$ cat src/rtl/bram_stream_pkg.sv
// Shared defaults, FIFO depth and FSM state type for the BRAM stream reader.
package bram_stream_pkg;

   localparam int unsigned AddrWDefault = 8;
   localparam int unsigned DataWDefault = 16;
   localparam int unsigned FifoDepth    = 3;

   typedef enum logic [1:0] {StIdle, StRun, StDrain, StDone} state_e;

   // Modulo-3 pointer advance for the 3-entry FIFO.
   function automatic logic [1:0] ptr_inc(input logic [1:0] p);
      return (p == 2'(FifoDepth - 1)) ? 2'd0 : p + 2'd1;
   endfunction

endpackage

$ cat src/rtl/bram_stream_reader_if.sv
// Valid/ready stream carrying BRAM words out of the reader.
interface bram_stream_reader_if
   import bram_stream_pkg::*;
#(
   parameter int unsigned DATA_W = DataWDefault
);
   logic [DATA_W-1:0] m_data;
   logic              m_valid;
   logic              m_ready;
   logic              m_last;

   modport master (output m_data, output m_valid, output m_last, input m_ready);
   modport slave  (input m_data, input m_valid, input m_last, output m_ready);
endinterface

$ cat src/rtl/bram_rd_fifo3.sv
// 3-entry first-word-fall-through FIFO holding BRAM words plus a last-beat tag.
module bram_rd_fifo3
   import bram_stream_pkg::*;
#(
   parameter int unsigned DATA_W = DataWDefault
) (
   input  logic              clk,
   input  logic              rst,
   input  logic              push_i,
   input  logic [DATA_W-1:0] push_data_i,
   input  logic              push_last_i,
   input  logic              pop_i,
   output logic [1:0]        occ_o,
   output logic              empty_o,
   output logic [DATA_W-1:0] head_data_o,
   output logic              head_last_o
);

   logic [DATA_W-1:0]    data_q [FifoDepth];
   logic [FifoDepth-1:0] last_q;
   logic [1:0]           wr_ptr_q, rd_ptr_q, occ_q;
   logic                 do_pop;

   assign empty_o     = (occ_q == 2'd0);
   assign do_pop      = pop_i && !empty_o;
   assign occ_o       = occ_q;
   assign head_data_o = data_q[rd_ptr_q];
   assign head_last_o = last_q[rd_ptr_q];

   always_ff @(posedge clk) begin
      if (rst) begin
         for (int i = 0; i < FifoDepth; i++) data_q[i] <= '0;
         last_q   <= '0;
         wr_ptr_q <= '0;
         rd_ptr_q <= '0;
         occ_q    <= '0;
      end else begin
         if (push_i) begin
            data_q[wr_ptr_q] <= push_data_i;
            last_q[wr_ptr_q] <= push_last_i;
            wr_ptr_q         <= ptr_inc(wr_ptr_q);
         end
         if (do_pop) rd_ptr_q <= ptr_inc(rd_ptr_q);
         occ_q <= occ_q + {1'b0, push_i} - {1'b0, do_pop};
      end
   end

   // The issue throttle upstream guarantees a free slot for every read in flight.
   push_full_a: assert property (@(posedge clk) disable iff (rst) !(push_i && occ_q == 2'd3));

endmodule

$ cat src/rtl/bram_stream_reader.sv
// Streams an address window out of a 1-cycle-latency BRAM onto a valid/ready stream.
// Optional BRAM_STREAM_READER_CSUM_EN adds a modular sum of all accepted beats.
module bram_stream_reader
   import bram_stream_pkg::*;
#(
   parameter int unsigned ADDR_W = AddrWDefault,
   parameter int unsigned DATA_W = DataWDefault
) (
   input  logic                 clk,
   input  logic                 rst,
   input  logic                 start,
   input  logic [ADDR_W-1:0]    base_addr,
   input  logic [ADDR_W:0]      length,
   output logic                 busy,
   output logic                 done,
   output logic [ADDR_W-1:0]    raddr,
   input  logic [DATA_W-1:0]    rdata,
   bram_stream_reader_if.master m_axis
`ifdef BRAM_STREAM_READER_CSUM_EN
   ,
   output logic [DATA_W-1:0]    csum
`endif
);

   localparam logic [ADDR_W:0] CntOne = (ADDR_W + 1)'(1);

   state_e              state_q, state_d;
   logic [ADDR_W-1:0]   raddr_q, raddr_d;
   logic [ADDR_W:0]     issue_cnt_q, issue_cnt_d, beat_cnt_q, beat_cnt_d;
   logic                inflight_q, inflight_d, inflight_last_q, inflight_last_d;
   logic                issue, pop, fifo_empty, head_last;
   logic [1:0]          fifo_occ;
   logic [DATA_W-1:0]   head_data;

   assign pop   = !fifo_empty && m_axis.m_ready;
   // Count the read in flight so every issued word is sure of a FIFO slot.
   assign issue = (state_q == StRun) && (issue_cnt_q != '0) &&
                  (({1'b0, fifo_occ} + {2'b00, inflight_q}) < 3'd3);

   always_comb begin
      state_d         = state_q;
      raddr_d         = raddr_q;
      issue_cnt_d     = issue_cnt_q;
      beat_cnt_d      = beat_cnt_q;
      inflight_d      = issue;
      inflight_last_d = issue && (issue_cnt_q == CntOne);
      if (issue) begin
         raddr_d     = raddr_q + ADDR_W'(1);
         issue_cnt_d = issue_cnt_q - CntOne;
      end
      if (pop) beat_cnt_d = beat_cnt_q - CntOne;
      unique case (state_q)
         StIdle: begin
            if (start) begin
               if (length == '0) begin
                  state_d = StDone;
               end else begin
                  state_d     = StRun;
                  raddr_d     = base_addr;
                  issue_cnt_d = length;
                  beat_cnt_d  = length;
               end
            end
         end
         StRun:   if (issue_cnt_d == '0) state_d = StDrain;
         StDrain: if (pop && beat_cnt_q == CntOne) state_d = StDone;
         StDone:  state_d = StIdle;
      endcase
   end

   always_ff @(posedge clk) begin
      if (rst) begin
         state_q         <= StIdle;
         raddr_q         <= '0;
         issue_cnt_q     <= '0;
         beat_cnt_q      <= '0;
         inflight_q      <= 1'b0;
         inflight_last_q <= 1'b0;
      end else begin
         state_q         <= state_d;
         raddr_q         <= raddr_d;
         issue_cnt_q     <= issue_cnt_d;
         beat_cnt_q      <= beat_cnt_d;
         inflight_q      <= inflight_d;
         inflight_last_q <= inflight_last_d;
      end
   end

   bram_rd_fifo3 #(
      .DATA_W (DATA_W)
   ) u_fifo (
      .clk         (clk),
      .rst         (rst),
      .push_i      (inflight_q),
      .push_data_i (rdata),
      .push_last_i (inflight_last_q),
      .pop_i       (pop),
      .occ_o       (fifo_occ),
      .empty_o     (fifo_empty),
      .head_data_o (head_data),
      .head_last_o (head_last)
   );

   assign busy           = (state_q == StRun) || (state_q == StDrain);
   assign done           = (state_q == StDone);
   assign raddr          = raddr_q;
   assign m_axis.m_valid = !fifo_empty;
   assign m_axis.m_data  = head_data;
   assign m_axis.m_last  = !fifo_empty && head_last;

`ifdef BRAM_STREAM_READER_CSUM_EN
   logic [DATA_W-1:0] csum_q, csum_d;

   always_comb begin
      csum_d = csum_q;
      if (state_q == StIdle && start) csum_d = '0;
      else if (pop)                   csum_d = csum_q + head_data;
   end

   always_ff @(posedge clk) begin
      if (rst) csum_q <= '0;
      else     csum_q <= csum_d;
   end

   assign csum = csum_q;
`endif

endmodule

$ cat src/flat_wrapper.sv
// flat-port wrapper written by rule: the top's interface ports become plain ports
module bram_stream_reader_flat import bram_stream_pkg::*;
#(
   parameter int unsigned ADDR_W = AddrWDefault,
   parameter int unsigned DATA_W = DataWDefault
)
  (clk, rst, start, base_addr, length, busy, done, raddr, rdata, m_axis_m_data, m_axis_m_valid, m_axis_m_last, m_axis_m_ready);
  bram_stream_reader_if #(.DATA_W(DATA_W)) m_axis_i ();
  input  logic clk;
  input  logic rst;
  input  logic start;
  input  logic [ADDR_W-1:0] base_addr;
  input  logic [ADDR_W:0] length;
  output logic busy;
  output logic done;
  output logic [ADDR_W-1:0] raddr;
  input  logic [DATA_W-1:0] rdata;
  output wire logic [$bits(m_axis_i.m_data)-1:0] m_axis_m_data;
  output wire logic [$bits(m_axis_i.m_valid)-1:0] m_axis_m_valid;
  output wire logic [$bits(m_axis_i.m_last)-1:0] m_axis_m_last;
  input wire logic [$bits(m_axis_i.m_ready)-1:0] m_axis_m_ready;
  assign m_axis_m_data = m_axis_i.m_data;
  assign m_axis_m_valid = m_axis_i.m_valid;
  assign m_axis_m_last = m_axis_i.m_last;
  assign m_axis_i.m_ready = m_axis_m_ready;
  bram_stream_reader #(.ADDR_W(ADDR_W), .DATA_W(DATA_W)) u_core (.clk(clk), .rst(rst), .start(start), .base_addr(base_addr), .length(length), .busy(busy), .done(done), .raddr(raddr), .rdata(rdata), .m_axis(m_axis_i));
endmodule
$ cat config.mk
export PLATFORM = sky130hd
export DESIGN_NAME = bram_stream_reader_flat
export DESIGN_NICKNAME = d
export VERILOG_FILES = /design/src/rtl/bram_stream_pkg.sv /design/src/rtl/bram_stream_reader_if.sv /design/src/rtl/bram_rd_fifo3.sv /design/src/rtl/bram_stream_reader.sv /design/src/flat_wrapper.sv
export SDC_FILE = /design/constraint.sdc
export NUM_CORES = 1
export LEC_CHECK = 0
export CORE_MARGIN = 2
export CORE_UTILIZATION = 49
export DETAILED_ROUTE_END_ITERATION = 10
export PLACE_DENSITY = 0.72
export SLEW_MARGIN = 0
export SYNTH_ARGS = -nofsm -noshare
export SYNTH_HDL_FRONTEND = slang
export SYNTH_SLANG_ARGS = --single-unit
$ cat constraint.sdc
create_clock -name clk -period 2.7 [get_ports clk]
set_clock_uncertainty 0.15 [all_clocks]
set_input_delay 0.675 -clock clk [delete_from_list [all_inputs] [get_ports clk]]
set_output_delay 0.675 -clock clk [all_outputs]
set_load 0.02 [all_outputs]
==> summary.txt <==
Setup path
  • CP required: between 1.5 and 2 ns
  • Slowest CP cell: mux4_2
  • Crit path DAT: around 1.8 ns
  • Critical Path Source Type: flop
  • Crit path buffers/inverters: 2
  • Critical path endpoint category: output pin
  • Crit Path Category: reg2out
  • CP Cell Sequence: buf_12 > mux4_2 > dlygate4sd2_1
  • Crit-path max FO: 8
  • Max incr delay on CP: between 0.5 and 0.6 ns
  • Critical path's top delay family: multiplexers

STA
  • Slew headroom: between 20 and 30%
  • Setup TNS: 0 ns
  • Unrepaired setup endpoints after global routing: no
  • Setup slack after layout: 0.09059 ns
  • Max Fclk: 383.2 MHz
  • Final Max Tran Viols: 0
  • Worst Tran Pin Value: between 1 and 1.5 ns
  • Post-layout min period: about 2.6 ns
  • Final Setup Violations: 0
  • Final hold viol count: 0
  • Final Cycle Share: a little over nine tenths

Logic synthesis
  • Post-synth ARST share: 0%
  • Register bit total from synthesis: roughly 110
  • Synthesized instance count: approximately 400
  • Post-Syn Area: between 0.004 and 0.005 sq mm
  • Post-Syn Nets: ~450
  • Synth warnings: 0
  • Top_reg_cell synth: edfxtp_1
  • EDFF count, synth: between 60 and 70
  • Seq/Total Area, Yosys: a little under three fifths
  • Post-synthesis area per instance: ~12 sq um
  • Cell variety after synth: 44

Die
  • Die width: roughly 100 microns
  • Row cnt: 36
  • Initial Util: between 40 and 50%
  • Top-level I/O count: 65
  • Die ar.: 0.01058 sq mm
  • CORE AREA: between 0.009 and 0.01 sq mm
  • Die Span Y: 102.9 microns

Clock network
  • Max clock buf depth: 2
  • Clk slew on worst S/H paths: 0.10 ns
  • Clock Latency Late Sink: approximately 0.37 ns
  • CTS root buf: clkbuf_8
  • Num CTS Buffers: 9
  • Number of setup buffers added after CTS: 0
  • CTS sink cnt: 105
  • CTS tree: yes
  • CTS Hold Bufs: 0
  • H-tree lvl count: 3

Pwr
  • Sw power: between 1.5 and 2 mW
  • Sequential Power Share: 44.6%
  • Combinational Power Share: about 38%
  • Net Sw Frac: between 30 and 40%
  • Design internal power: 3.195 mW
  • Power Density: roughly 840 mW/mm^2
  • Maximum VDD drop: approximately 0.00052 V
  • P_leak: 2.149 nW
  • Clock power frac: approximately 18%

Global routing
  • Antenna violations before repair: 0
  • Vias in the first global route: 3260
  • First-pass GRT wire length: about 15000 microns
  • GR Util met1: a little under a quarter
  • Largest net degree at the start of global routing: 34
  • Global routing usage on met3: between 3 and 4%
  • GRT Overall Usage: between 10% and 20%
  • GRT busiest layer: met2
  • GR Layer Usage met2: about 34%
  • Congestion Overflow GR: 0

Place
  • Placer Congestion: roughly 0.85
  • Worst slack at placement: 0.02875 ns
  • Final HPWL DP: 6556 microns
  • IO Port Bufs: 64

Route
  • First drt pass iteration count: 4
  • Post-route ant nets: 0
  • Average wire per standard cell: 15.82 microns
  • Via Count: around 3200
  • Post-route DRC violation count: 0
  • Drt initial violations: 140
  • Drt total wl: between 9000 and 10000 microns
  • Via-per-instance ratio: between 5 and 6

Status
  • Status: finished clean

Cells and area
  • Area grow syn2layout: 22.37%
  • Layout cells sized above 1: 11.32%
  • Layout Nets: ~520
  • ANT cells: 0

Min path
  • Min-delay worst type: reg2reg

Job
  • MaxCap Viol Count: 0
## worst min-delay path, cell delays in order, from the launching register on
cell and delay (ns):
dfxtp_1 0.33, inv_1 0.04, o21ai_0 0.07
## final cells by class
type	instances	area, sq um
inverters	12	45.04
clock buffers	10	127.6
multi-input cells	264	1933
fillers	841	3780
well taps	133	166.4
clock inverters	6	42.54
flip-flops and latches	105	2749
repair buffers	80	795.8
## registers in the layout (all words and copies together), names as in the netlist, named ones only
register and flops:
u_core.u_fifo.occ_o 2, u_core.u_fifo.rd_ptr_q 2, u_core.u_fifo.wr_ptr_q 2, u_core.inflight_last_q 1, u_core.raddr 8, u_core.inflight_q 1, u_core.u_fifo.last_q 3, u_core.issue_cnt_q 9
u_core.state_q 2, u_core.u_fifo.data_q 64, u_core.beat_cnt_q 9
## worst paths after layout
check,from,to,slack (ns),cells after the start
max,flop,m_axis_m_data[5],0.09,3
min,u_core.u_fifo.last_q[2],u_core.u_fifo.last_q[2],0.33,2
max reg2reg,u_core.issue_cnt_q[1],u_core.state_q[1],0.15,8
min reg2reg,u_core.u_fifo.last_q[2],u_core.u_fifo.last_q[2],0.33,2
## cells in the final DEF (no fill, tap or decap), types with 2 or more instances in the layout
cell type        Yosys  routed
ha_1                14      14
xor2_1               8       8
clkdlybuf4s50_1      0      48
dfxtp_1             41      38
mux2i_1              3       3
clkbuf_8             0       9
nand2_1             25      25
buf_12               0       3
o21ai_0              5       5
and2_1              50      50
edfxtp_1            64      64
nor4_1               5       5
nor2b_1              3       2
xnor2_1             14      14
a211oi_1             8       8
mux4_2              16      16
nor2_1              33      33
nand4_1              5       5
clkinv_1             0       2
nand3_1              8       8
inv_1               12      12
dlygate4sd2_1        0      16
or2_2                2       2
o21bai_1             8       8
dfxtp_2              0       2
buf_4                0      12
nand2b_1             4       4
nor3_1              11      11
a21oi_1             22      22
clkinvlp_4           0       2
## what timing repair did
item                                    CTS  global route
endpoints found under the setup margin   16             5
endpoints found under the hold margin     0             0
resized for setup                        16             6
cloned                                    0             1
## power by group through the flow
stage	sequential (mW)	combinational, mW	clock (mW)
global placement	2.21	1.86	0
floorplan	2.20	1.24	0
finish	2.21	1.86	0.886
CTS	2.19	1.85	0.903
global route	2.25	2.06	0.971
detailed placement	2.23	1.89	0
## metal layers
metal	part of all wire [%]	vias to the layer above
met5	0	-
met4	1.1	0
met3	4.8	10
met2	52	90
met1	42	1549
li1	-	1594
## cells in the mapped netlist, drive strengths merged (2+ instances only)
cell | instances | share of area (%)
xnor2 | 14 | 2.6
nand2b | 4 | 0.52
a2111oi | 2 | 0.37
nand2 | 25 | 2.0
nand3 | 8 | 0.84
and2 | 50 | 6.5
a211oi | 8 | 1.3
nor2 | 33 | 2.6
buf | 2 | 0.31
inv | 12 | 0.94
dfxtp | 41 | 17
clkbuf | 15 | 1.2
mux4 | 16 | 7.5
a21oi | 22 | 2.3
nor2b | 3 | 0.39
mux2i | 3 | 0.63
nor3 | 12 | 1.4
ha | 14 | 3.7
a221oi | 2 | 0.50
nand4 | 5 | 0.65
o21bai | 8 | 1.3
xor2 | 8 | 1.5
or4 | 2 | 0.39
or2 | 2 | 0.26
nor4 | 5 | 0.65
edfxtp | 64 | 40
o21ai | 6 | 0.63
## logic make-up (layout without fill, tap and decap cells)
family          after synthesis  count (layout)  synth area share [%]
compound gates               56              56                 7.630
mux                          19              19                 8.153
buf+inv                      29             108                 2.430
xor+xnor                     22              22                 4.024
fa+ha+maj                    14              14                 3.658
simple gates                153             153                 16.83
flops                       105             105                 57.28
## through the flow
| stage | hold slack, ns | utilization (%) | total power, mW | cell area [sq um] | std cells |
|---|---|---|---|---|---|
| finish | 0.3345 | 60.79 | 4.950 | 5859 | 610 |
| detailed placement | 0.3194 | 58.87 | 4.122 | 5674 | 593 |
| CTS | 0.3337 | 60.42 | 4.949 | 5824 | 609 |
| floorplan | 0.2944 | - | 3.444 | 4788 | 398 |
| global placement | 0.3105 | 58.87 | 4.078 | 5674 | 593 |
| global route | 0.3537 | 60.79 | 5.274 | 5859 | 610 |
No activity file was read; power rests on OpenSTA's default activity.
